## src/rtl/e203_ifu_dynbpu_pkg.sv

```systemverilog
// Shared constants and helpers for the dynamic IFU branch predictor.
// Holds the BHT counter reset value and the saturating update rule.
package e203_ifu_dynbpu_pkg;

  // Weakly not-taken
  localparam logic [1:0] BHT_RST = 2'b01;

  function automatic logic [1:0] bht_next(input logic [1:0] cnt, input logic taken);
    if (taken) begin
      return (cnt == 2'b11) ? cnt : cnt + 2'b01;
    end else begin
      return (cnt == 2'b00) ? cnt : cnt - 2'b01;
    end
  endfunction

endpackage

```

## src/rtl/e203_ifu_ras.sv

```systemverilog
// Return-address stack: circular top pointer, occupancy count and storage.
// A full stack overwrites its oldest entry; a simultaneous push/pop replaces the top.
module e203_ifu_ras #(
  parameter int unsigned PC_SIZE   = 32,
  parameter int unsigned RAS_DEPTH = 4
) (
  input  logic               clk,
  input  logic               rst_n,
  input  logic               push,
  input  logic               pop,
  input  logic               flush,
  input  logic [PC_SIZE-1:0] push_addr,
  output logic [PC_SIZE-1:0] top,
  output logic               nonempty
);

  localparam int unsigned PW = $clog2(RAS_DEPTH);
  localparam int unsigned CW = $clog2(RAS_DEPTH + 1);

  logic [PW-1:0]      ptr_q, ptr_d;
  logic [CW-1:0]      cnt_q, cnt_d;
  logic [PC_SIZE-1:0] stack_q [RAS_DEPTH];
  logic               wr_en;
  logic [PW-1:0]      wr_ptr;

  always_comb begin
    ptr_d  = ptr_q;
    cnt_d  = cnt_q;
    wr_en  = 1'b0;
    wr_ptr = ptr_q;
    if (flush) begin
      cnt_d = '0;
    end else if (push && pop) begin
      wr_en = 1'b1;
      // Pop-then-push on an empty stack degenerates to a plain push
      if (cnt_q == '0) begin
        wr_ptr = ptr_q + 1'b1;
        ptr_d  = ptr_q + 1'b1;
        cnt_d  = CW'(1);
      end
    end else if (push) begin
      wr_en  = 1'b1;
      wr_ptr = ptr_q + 1'b1;
      ptr_d  = ptr_q + 1'b1;
      if (cnt_q != CW'(RAS_DEPTH)) cnt_d = cnt_q + 1'b1;
    end else if (pop && (cnt_q != '0)) begin
      ptr_d = ptr_q - 1'b1;
      cnt_d = cnt_q - 1'b1;
    end
  end

  always_ff @(posedge clk or negedge rst_n) begin
    if (!rst_n) begin
      ptr_q <= '0;
      cnt_q <= '0;
      for (int i = 0; i < int'(RAS_DEPTH); i++) stack_q[i] <= '0;
    end else begin
      ptr_q <= ptr_d;
      cnt_q <= cnt_d;
      if (wr_en) stack_q[wr_ptr] <= push_addr;
    end
  end

  assign top      = stack_q[ptr_q];
  assign nonempty = (cnt_q != '0);

endmodule

```

## src/rtl/e203_ifu_dynbpu.sv

```systemverilog
// IFU branch predictor: 2-bit BHT for Bxx, RAS for returns, and the JALR rs1
// dependency / regfile-read handshake feeding the next-PC adder.
module e203_ifu_dynbpu
  import e203_ifu_dynbpu_pkg::*;
#(
  parameter int unsigned PC_SIZE     = 32,
  parameter int unsigned XLEN        = 32,
  parameter int unsigned RFIDX_WIDTH = 5,
  parameter int unsigned BHT_ENTRIES = 64,
  parameter int unsigned RAS_DEPTH   = 4,
  parameter int unsigned RAS_EN      = 1
) (
  input  logic                   clk,
  input  logic                   rst_n,
  input  logic [PC_SIZE-1:0]     pc,
  input  logic                   dec_i_valid,
  input  logic                   dec_i_fire,
  input  logic                   dec_jal,
  input  logic                   dec_jalr,
  input  logic                   dec_bxx,
  input  logic                   dec_rv32,
  input  logic [XLEN-1:0]        dec_bjp_imm,
  input  logic [RFIDX_WIDTH-1:0] dec_jalr_rs1idx,
  input  logic [RFIDX_WIDTH-1:0] dec_rdidx,
  input  logic                   oitf_empty,
  input  logic                   ir_empty,
  input  logic                   ir_rs1en,
  input  logic                   ir_valid_clr,
  input  logic                   jalr_rs1idx_cam_irrdidx,
  input  logic [XLEN-1:0]        rf2bpu_x1,
  input  logic [XLEN-1:0]        rf2bpu_rs1,
  input  logic                   upd_valid,
  input  logic [PC_SIZE-1:0]     upd_pc,
  input  logic                   upd_taken,
  input  logic                   ras_flush,
  output logic                   bpu_wait,
  output logic                   prdt_taken,
  output logic [PC_SIZE-1:0]     prdt_pc_add_op1,
  output logic [PC_SIZE-1:0]     prdt_pc_add_op2,
  output logic                   bpu2rf_rs1_ena
);

  localparam int unsigned BHT_IW = $clog2(BHT_ENTRIES);

  // BHT
  logic [1:0]        bht_q [BHT_ENTRIES];
  logic [BHT_IW-1:0] rd_idx, upd_idx;

  assign rd_idx  = pc[BHT_IW:1];
  assign upd_idx = upd_pc[BHT_IW:1];

  always_ff @(posedge clk or negedge rst_n) begin
    if (!rst_n) begin
      for (int i = 0; i < int'(BHT_ENTRIES); i++) bht_q[i] <= BHT_RST;
    end else if (upd_valid) begin
      bht_q[upd_idx] <= bht_next(bht_q[upd_idx], upd_taken);
    end
  end

  logic unused_upd_pc;
  assign unused_upd_pc = ^{upd_pc[0], upd_pc[PC_SIZE-1:BHT_IW+1]};

  // Decode classification
  logic rs1_x0, rs1_x1, rd_x1, is_call, is_ret;

  assign rs1_x0  = (dec_jalr_rs1idx == RFIDX_WIDTH'(0));
  assign rs1_x1  = (dec_jalr_rs1idx == RFIDX_WIDTH'(1));
  assign rd_x1   = (dec_rdidx == RFIDX_WIDTH'(1));
  assign is_call = (dec_jal | dec_jalr) & rd_x1;
  assign is_ret  = dec_jalr & rs1_x1 & ~rd_x1;

  // RAS
  logic               ras_push, ras_pop, ras_nonempty, ras_hit;
  logic [PC_SIZE-1:0] ras_push_addr, ras_top;

  assign ras_push      = dec_i_fire & is_call;
  // Both plain returns and rs1=x1/rd=x1 pop-then-push pop the stack
  assign ras_pop       = dec_i_fire & dec_jalr & rs1_x1;
  assign ras_push_addr = pc + (dec_rv32 ? PC_SIZE'(4) : PC_SIZE'(2));

  if (RAS_EN != 0) begin : g_ras
    e203_ifu_ras #(
      .PC_SIZE   (PC_SIZE),
      .RAS_DEPTH (RAS_DEPTH)
    ) u_ras (
      .clk       (clk),
      .rst_n     (rst_n),
      .push      (ras_push),
      .pop       (ras_pop),
      .flush     (ras_flush),
      .push_addr (ras_push_addr),
      .top       (ras_top),
      .nonempty  (ras_nonempty)
    );
  end else begin : g_no_ras
    assign ras_top      = '0;
    assign ras_nonempty = 1'b0;
    logic unused_ras;
    assign unused_ras = ^{ras_push, ras_pop, ras_flush, ras_push_addr};
  end

  assign ras_hit = is_ret & ras_nonempty;

  // JALR dependency and regfile-read handshake
  logic dep_x1, dep_xn, ir_clr, rdrf_q, rdrf_set;

  assign dep_x1   = dec_i_valid & dec_jalr & rs1_x1 & ~ras_hit
                  & (~oitf_empty | jalr_rs1idx_cam_irrdidx);
  assign dep_xn   = dec_i_valid & dec_jalr & ~rs1_x0 & ~rs1_x1 & (~oitf_empty | ~ir_empty);
  assign ir_clr   = dep_xn & oitf_empty & ~ir_empty & (ir_valid_clr | ~ir_rs1en);
  assign rdrf_set = ~rdrf_q & dec_i_valid & dec_jalr & ~rs1_x0 & ~rs1_x1 & (~dep_xn | ir_clr);

  // One-shot: a set cycle is always followed by a clear cycle
  always_ff @(posedge clk or negedge rst_n) begin
    if (!rst_n) rdrf_q <= 1'b0;
    else        rdrf_q <= rdrf_set;
  end

  assign bpu2rf_rs1_ena = rdrf_set;
  assign bpu_wait       = dep_x1 | dep_xn | rdrf_set;
  assign prdt_taken     = dec_jal | dec_jalr | (dec_bxx & bht_q[rd_idx][1]);

  always_comb begin
    prdt_pc_add_op1 = rf2bpu_rs1[PC_SIZE-1:0];
    prdt_pc_add_op2 = dec_bjp_imm[PC_SIZE-1:0];
    if (ras_hit) begin
      prdt_pc_add_op1 = ras_top;
    end else if (dec_bxx | dec_jal) begin
      prdt_pc_add_op1 = pc;
    end else if (dec_jalr & rs1_x0) begin
      prdt_pc_add_op1 = '0;
    end else if (dec_jalr & rs1_x1) begin
      prdt_pc_add_op1 = rf2bpu_x1[PC_SIZE-1:0];
    end
  end

endmodule

```

## config.mk

```make
export PLATFORM = sky130hd
export DESIGN_NAME = e203_ifu_dynbpu
export DESIGN_NICKNAME = d
export VERILOG_FILES = /design/src/rtl/e203_ifu_dynbpu_pkg.sv /design/src/rtl/e203_ifu_ras.sv /design/src/rtl/e203_ifu_dynbpu.sv
export SDC_FILE = /design/constraint.sdc
export NUM_CORES = 1
export LEC_CHECK = 0
export BUFFER_PORTS_ARGS = -buffer_cell sky130_fd_sc_hd__buf_2
export CELL_PAD_IN_SITES_DETAIL_PLACEMENT = 0
export CELL_PAD_IN_SITES_GLOBAL_PLACEMENT = 1
export CORE_MARGIN = 5
export CORE_UTILIZATION = 47
export CTS_CLUSTER_DIAMETER = 200
export CTS_CLUSTER_SIZE = 8
export DETAILED_ROUTE_END_ITERATION = 7
export PLACE_DENSITY = 0.94
export SYNTH_ARGS = -nofsm -noshare
export SYNTH_HDL_FRONTEND = slang
export SYNTH_SLANG_ARGS = --single-unit
```

## constraint.sdc

```tcl
create_clock -name clk -period 9.45 [get_ports clk]
set_clock_uncertainty 0.1 [all_clocks]
set_input_delay 1.4175 -clock clk [delete_from_list [all_inputs] [get_ports clk]]
set_output_delay 1.4175 -clock clk [all_outputs]
set_load 0.02 [all_outputs]
```

==> results.txt, run 1 <==
----------------------------------------------------
[Outcome]
  Status ... complete, no violations

[Setup path]
  Depth of the worst register-to-register path ... 7
  CP Launch Type ... primary input
  Worst reg2reg path startpoint ... bht_q[104]$_DFFE_PN1P_
  Critical path class ... primary input to output pin
  Crit Path Max Fanout ... between 60 and 70
  Kind of capture point of the worst setup path ... output pin
  CP Data Arrival Time ... between 4000 and 5000 ps
  Reg-to-reg endpoint ... bht_q[92]$_DFFE_PN1P_
  Worst reg2reg setup slack ... 6110 ps
  Required time reported for the critical path endpoint ... 7930 ps

[Placement]
  Post-detailed-placement half-perimeter wirelength ... 24240 microns
  Weighted congestion reported at the end of routability-driven placement ... 0.8654
  Port bufs ... between 150 and 200

[Detailed routing]
  Detailed-route DRC error count ... 0
  Number of vias in the routed layout ... 11243
  Final Routed Wirelength ... roughly 37000 microns
  First-pass iteration count of the detailed router ... 5
  DRT iter0 DRCs ... 835
  Remaining number of nets flagged by the antenna check after routing ... 0
  Average wire length per cell after detail routing ... 18.80 microns
  Via count normalized by instance count ... 5.710

[Finish]
  Fraction of final layout cells sized beyond drive strength 1 ... 0.2871
  Net count of the finished layout ... about 1700
  Share of the core filled with cells ... 0.5369
  Area grow syn2layout ... 13.64%

[Clock network]
  Clock latency on the worst-skew pair ... around 520 ps
  H-tree levels ... 2
  Root buf cell ... clkbuf_16
  Clock Path Buffers ... 3
  Number of buffers created by CTS ... 38
  CTS tree ... built
  Clock transition at the registers of the reported paths ... 50 ps
  Post-CTS Hold Buffers ... 0
  Number of sinks handled by clock tree synthesis ... 262
  Setup fix buffers added after clock tree synthesis ... 0
  Resized cells post-CTS ... 0

[Timing]
  Worst rel slew slack ... 0.2258
  Worst Tran Pin Value ... 1157 ps
  Clock period minus worst slack ... roughly 5700 ps
  Count of endpoints failing hold in the final timing report ... 0
  Number of pins with negative max-slew slack in the final report ... 0
  Number of setup violations in the final report ... 0
  Unrepaired setup endpoints after global routing ... false
  Share of the clock period used by the worst path after layout ... 0.6030
  Setup total negative slack ... 0 ps
  Maximum clock frequency ... 175.5 MHz

[Synthesis]
  Post-synth top area cell ... dfrtp_1
  Top area cells in the synthesized netlist ... dfrtp_1 34%, dfstp_2 12%, mux4_2 9.6%, nand2_1 8.0%, mux2_2 6.3%
  Predominant post-synthesis flop cell ... dfrtp_1
  Async SR Flop Fraction ... 1.000
  Cell count after synthesis ... 1447
  Post-Synthesis Net Count ... 1637
  Fraction of post-synthesis cell area in the top cell type by area ... 0.3446
  Warning count from the yosys run ... 0
  Average size of a mapped cell ... 9.936 sq um
  Number of flip-flops and latches in the synthesized netlist ... 262
  Number of enable flip-flop cells after synthesis ... 0
  Netlist Area Pre-Place ... 0.01438 sq mm
  Yosys cell types ... 63
  Seq/Total Area, Yosys ... 0.4616

[Pwr]
  Max rail drop VDD ... 0.0001355 V
  Overall power consumption ... 2.947 mW
  Pwr dens ... 180.4 mW/mm^2
  Leakage dissipation ... around 7.4 nW

[Global route]
  Pin count of the biggest net entering global routing ... 130
  Vias in the first global route ... 11242
  Wire length of the first global-routing pass ... 59130 microns
  Global-route congestion overflow total ... 0
  Global routing usage summed across all routing layers ... 0.2136
  Number of antenna violations at the first check in global routing ... 4

[Worst hold path]
  Cells on Worst Hold Path ... 2
  Worst hold start ... bht_q[116]$_DFFE_PN1P_
  Sink of the worst hold path ... bht_q[116]$_DFFE_PN1P_
  Class of the worst hold path ... register to register

[Job]
  Max cap viols ... 0

[Floorplan]
  Standard-cell rows ... 64
  Vertical extent of the die ... ~180 microns
  Total core area ... 0.03043 sq mm
  Starting density of the core ... 0.4725
  Die W ... approximately 180 microns
  IO Pins ... 253
  Total Die Area ... 0.03419 sq mm

----------------------------------------------------
cells in the mapped netlist (3+ instances only):
cell type    n
a21oi_1    112
xnor2_1     17
o22ai_1      7
mux2i_1     53
o21ai_1      9
a221oi_1     4
dfstp_2     64
and3_1       7
buf_2       11
mux2_2      80
a221o_1      3
clkbuf_1    65
nand3_1     28
a22o_1       3
buf_6        6
o21ai_0    153
nand4_1      6
or3b_2      10
buf_4       33
o2bb2ai_1    3
nor3_1      10
mux4_2      61
nand2_1    308
a22oi_1      3
or2_2        3
nor3b_1      5
dfrtp_1    198
inv_1       43
nand2b_1     8
o211ai_1     3
xor2_1      15
and2_1       3
nor2b_1      5
buf_1       11
or3_1        3
nor2_1      59
worst max path at each step:
stage / start / endpoint / slack, ps / cells after the start
finish: dec_jalr_rs1idx[1] / prdt_pc_add_op1[21] / 3750 / 10
global route: dec_jalr_rs1idx[1] / bpu_wait / 3540 / 10
CTS: pc[1] / prdt_taken / 3750 / 6
detailed placement: pc[1] / prdt_taken / 3750 / 6
global placement: pc[1] / prdt_taken / 3780 / 6
floorplan: pc[1] / prdt_taken / 3720 / 6
logic make-up after synthesis:
family                     Yosys count  synth area share
and+or+nand+nor                    464            0.1378
AOI/OAI and AO/OA                  318            0.1209
DFF                                262            0.4616
muxes                              195            0.1969
buffers and inverters              170           0.05709
xor gates and xnor gates            32           0.01949
adders and majority gates            6          0.006265
layout make-up:
cell class                      count  area (sq um)
Fill cell                        2621         14090
Tap cell                          396         495.5
Clock inverter                      1         8.758
Antenna cell                        2         5.005
Clock buffer                       68          1095
Inverter                           44         165.2
Sequential cell                   262          6638
Timing Repair Buffer              181         963.4
Multi-Input combinational cell   1015          6968
worst max-delay path: stages:
cell and delay (ps):
buf_2 100, nor4_1 800, nand3_1 150, buf_4 280, nor2_1 440, o21ai_4 90
buf_4 330, nor2_1 280, a21oi_1 70, buf_2 190
registers in the layout, summed over array words and instances (netlist names):
signal,count
rdrf_q,1
g_ras.u_ras.ptr_q,2
bht_q,128
g_ras.u_ras.stack_q,128
g_ras.u_ras.cnt_q,3
where the power goes:
group          internal [mW]  switching [mW]  leakage, nW  total, mW
registers               1.24          0.0468         3.26       1.28
clock network          0.776           0.487        0.525       1.26
logic                  0.167           0.235         3.63      0.402
total                   2.18           0.768         7.41       2.95
stage by stage:
stage                     instances  area [sq um]  hold slack (ps)  setup WS, ps
after global placement         1898         15230            349.5          3778
after global routing           1969         16340            384.6          3544
after floorplan                1447         14380            343.8          3721
final                          1969         16340            363.2          3752
after detailed placement       1898         15230            356.3          3752
after CTS                      1967         16330            363.6          3755
placed cells by master (no fill, tap or decap), types with 3 or more instances in the layout:
cell type / netlist / layout
and2_1: 3 / 3
a221oi_1: 4 / 4
or3b_2: 10 / 10
o2bb2ai_1: 3 / 3
clkbuf_16: 0 / 39
xnor2_1: 17 / 17
nand3_1: 28 / 27
a221o_1: 3 / 3
mux4_2: 61 / 61
buf_4: 33 / 19
a22oi_1: 3 / 3
dfstp_2: 64 / 64
o211ai_1: 3 / 3
or2_2: 3 / 3
mux2i_1: 53 / 53
nand2_1: 308 / 308
o22ai_1: 7 / 7
nor2b_1: 5 / 5
xor2_1: 15 / 15
clkbuf_1: 65 / 28
o21ai_1: 9 / 7
a22o_1: 3 / 3
nor2_1: 59 / 59
o21ai_4: 0 / 3
nand4_1: 6 / 6
o21ai_0: 153 / 152
nor3b_1: 5 / 5
a21oi_1: 112 / 112
and3_1: 7 / 7
nor3_1: 10 / 9
or3_1: 3 / 3
buf_2: 11 / 161
dfrtp_1: 198 / 197
mux2_2: 80 / 80
nand2b_1: 8 / 8
inv_1: 43 / 43
metal layers:
metal  GRT usage  vias up  wire length (microns)
li1            -     5247                      -
met1      0.2849     5443                  15060
met2      0.3440      433                  17600
met3     0.03987      116                   2899
met4     0.09278        4                   1428
met5           0        -                     21
(Power assumes the default switching activity.)
==> run 2, diff against run 1 <==
--- a/config.mk
+++ b/config.mk
@@ -9,11 +9,11 @@
 export CELL_PAD_IN_SITES_DETAIL_PLACEMENT = 0
 export CELL_PAD_IN_SITES_GLOBAL_PLACEMENT = 1
 export CORE_MARGIN = 5
-export CORE_UTILIZATION = 47
+export CORE_UTILIZATION = 40
 export CTS_CLUSTER_DIAMETER = 200
 export CTS_CLUSTER_SIZE = 8
 export DETAILED_ROUTE_END_ITERATION = 7
-export PLACE_DENSITY = 0.94
+export PLACE_DENSITY = 0.86
 export SYNTH_ARGS = -nofsm -noshare
 export SYNTH_HDL_FRONTEND = slang
 export SYNTH_SLANG_ARGS = --single-unit
==> constraint.sdc (replaced) <==
create_clock -name clk -period 4.8 [get_ports clk]
set_clock_uncertainty 0.1 [all_clocks]
set_input_delay 0.72 -clock clk [delete_from_list [all_inputs] [get_ports clk]]
set_output_delay 0.72 -clock clk [all_outputs]
set_load 0.02 [all_outputs]
==> results.txt, run 2 (synthesized netlist as in run 1, its figures left out) <==
----------------------------------------------------
[Outcome]
  Status ... complete, no violations

[Clock network]
  CTS tree ... built
  Resized cells post-CTS ... 0 (unchanged)
  Post-CTS Hold Buffers ... 0 (unchanged)
  Number of buffers created by CTS ... 38 (unchanged)
  Root buf cell ... clkbuf_16
  Clock Path Buffers ... 3 (unchanged)
  Clock latency on the worst-skew pair ... 510 ps (about the same)
  H-tree levels ... 2 (unchanged)
  Number of sinks handled by clock tree synthesis ... 262 (unchanged)
  Setup fix buffers added after clock tree synthesis ... 0 (unchanged)
  Clock transition at the registers of the reported paths ... 50 ps (about the same)

[Detailed routing]
  Via count normalized by instance count ... 5.492 (-3.8%)
  Number of vias in the routed layout ... 11237 (-0.053%)
  Remaining number of nets flagged by the antenna check after routing ... 0 (unchanged)
  Final Routed Wirelength ... 39160 microns (+5.8%)
  DRT iter0 DRCs ... 707 (-15%)
  Detailed-route DRC error count ... 0 (unchanged)
  Average wire length per cell after detail routing ... 19.14 microns (+1.8%)
  First-pass iteration count of the detailed router ... 7 (+2)

[Setup path]
  CP Launch Type ... primary input
  Crit Path Max Fanout ... 18 (-72%)
  Worst setup path startpoint ... pc[1]
  Critical path class ... primary input to output pin
  CP Data Arrival Time ... 3340 ps (-840 ps)
  Worst reg2reg path startpoint ... bht_q[104]$_DFFE_PN1P_
  Reg-to-reg endpoint ... bht_q[97]$_DFFE_PN0P_
  Kind of capture point of the worst setup path ... output pin
  Depth of the worst register-to-register path ... 7 (unchanged)
  Required time reported for the critical path endpoint ... 3980 ps (-3950 ps)
  Worst reg2reg setup slack ... 1520 ps (-4590 ps)

[Floorplan]
  Die W ... 199.6 microns (+7.9%)
  Starting density of the core ... 0.4042 (-0.06828)
  Total Die Area ... 0.03984 sq mm (+17%)
  Standard-cell rows ... 69 (+7.8%)
  Total core area ... 0.03557 sq mm (+17%)
  IO Pins ... 253 (unchanged)
  Vertical extent of the die ... 199.6 microns (+7.9%)

[Timing]
  Count of endpoints failing hold in the final timing report ... 0 (unchanged)
  Setup total negative slack ... 0 ps (unchanged)
  Worst setup margin ... 642.4 ps (-3110 ps)
  Worst Tran Pin Value ... 1227 ps (+70.38 ps)
  Maximum clock frequency ... about 240 MHz
  Number of setup violations in the final report ... 0 (unchanged)
  Share of the clock period used by the worst path after layout ... 0.8662
  Clock period minus worst slack ... 4158 ps
  Worst rel slew slack ... 0.1787 (-0.04709)
  Number of pins with negative max-slew slack in the final report ... 0 (unchanged)
  Unrepaired setup endpoints after global routing ... false
  WHS ... 102.3 ps (-260.8 ps)

[Placement]
  Port bufs ... 162 (unchanged)
  Worst slack, placed ... 625.5 ps (-3126 ps)
  Post-detailed-placement half-perimeter wirelength ... 26590 microns (+9.7%)
  Weighted congestion reported at the end of routability-driven placement ... 0.8320 (-3.9%)

[Pwr]
  Max rail drop VDD ... 0.0002690 V (+98%)
  Pwr dens ... 351.6 mW/mm^2 (+95%)
  Overall power consumption ... 5.818 mW (+97%)
  Leakage dissipation ... 7.487 nW (+1.1%)

[Finish]
  Count of fill cells added during filler insertion ... 3343 (+28%)
  Largest registers ... bht_q (128), g_ras.u_ras.stack_q (128), g_ras.u_ras.cnt_q (3)
  Commonest non-fill, non-tap cells in the layout ... 308 x nand2_1, 197 x dfrtp_1, 161 x buf_2
  Fraction of final layout cells sized beyond drive strength 1 ... 0.2940 (+0.006928)
  Antenna diode instance count ... 0 (-2)
  Area grow syn2layout ... 15.11%
  Net count of the finished layout ... 1746 (+0.81%)
  Most common library cell in the layout ignoring fill and taps ... nand2_1

[Global route]
  Number of antenna violations at the first check in global routing ... 1 (-3)
  Global-route congestion overflow total ... 0 (unchanged)
  Pin count of the biggest net entering global routing ... 128 (-1.5%)
  Global routing usage summed across all routing layers ... 0.1934 (-0.02019)
  Wire length of the first global-routing pass ... 62190 microns (+5.2%)
  Vias in the first global route ... 11338 (+0.85%)

[Job]
  Max cap viols ... 0 (unchanged)

[Worst hold path]
  Class of the worst hold path ... primary input to async pin

----------------------------------------------------
## run 2: cell types whose count changed in the layout (fill, tap and decap cells not counted)
| cell | previous run | this run |
|---|---|---|
| buf_4 | 19 | 31 |
| diode_2 | 2 | 0 |
| nor3_1 | 9 | 8 |
| buf_12 | 0 | 2 |
| nor3_2 | 1 | 2 |
## run 2: area by class of cell
cell class                 instances  area (sq um)  share of cell area
sequential                       262          6638              0.4011
clock buffer                      68          1095             0.06615
tap                              461         576.8             0.03485
inverter                          44         165.2            0.009980
multi-input combinational       1015          6973              0.4213
timing repair buffer             195          1094             0.06608
clock inverter                     1         8.758           0.0005292
## run 2: metal layers
layer  track usage  vias to the layer above  routed length, microns
li1              -                     5260                       -
met1        0.2612                     5454                   16330
met2        0.3159                      436                   18410
met3       0.04333                       85                    3383
met4       0.05308                        2                    1022
met5      0.006173                        -                      12
## run 2: critical path: stages
cell and delay [ps]:
buf_2 80, buf_4 360, mux4_2 560, mux4_2 530, mux4_2 590, a211o_1 320
buf_2 160
## run 2: stage by stage
step	instance area, sq um	utilization	cells
after floorplan	14380	-	1447
after detailed placement	15450	0.4343	1977
after global routing	16550	0.4653	2046
final	16550	0.4653	2046
after CTS	16550	0.4653	2046
after global placement	15450	0.4343	1977
## run 2: worst max path at each step
stage            endpoint  slack, ps  cells after the start
2_1_floorplan  prdt_taken        470                      6
3_3_place_gp   prdt_taken        640                      7
3_5_place_dp   prdt_taken        630                      7
4_1_cts        prdt_taken        620                      7
5_1_grt        prdt_taken        520                      7
6_report       prdt_taken        640                      7
## run 2: power by group
group	total, mW	switching [mW]	internal, mW
combinational	0.781	0.443	0.339
sequential	2.55	0.118	2.43
clock	2.49	0.957	1.53
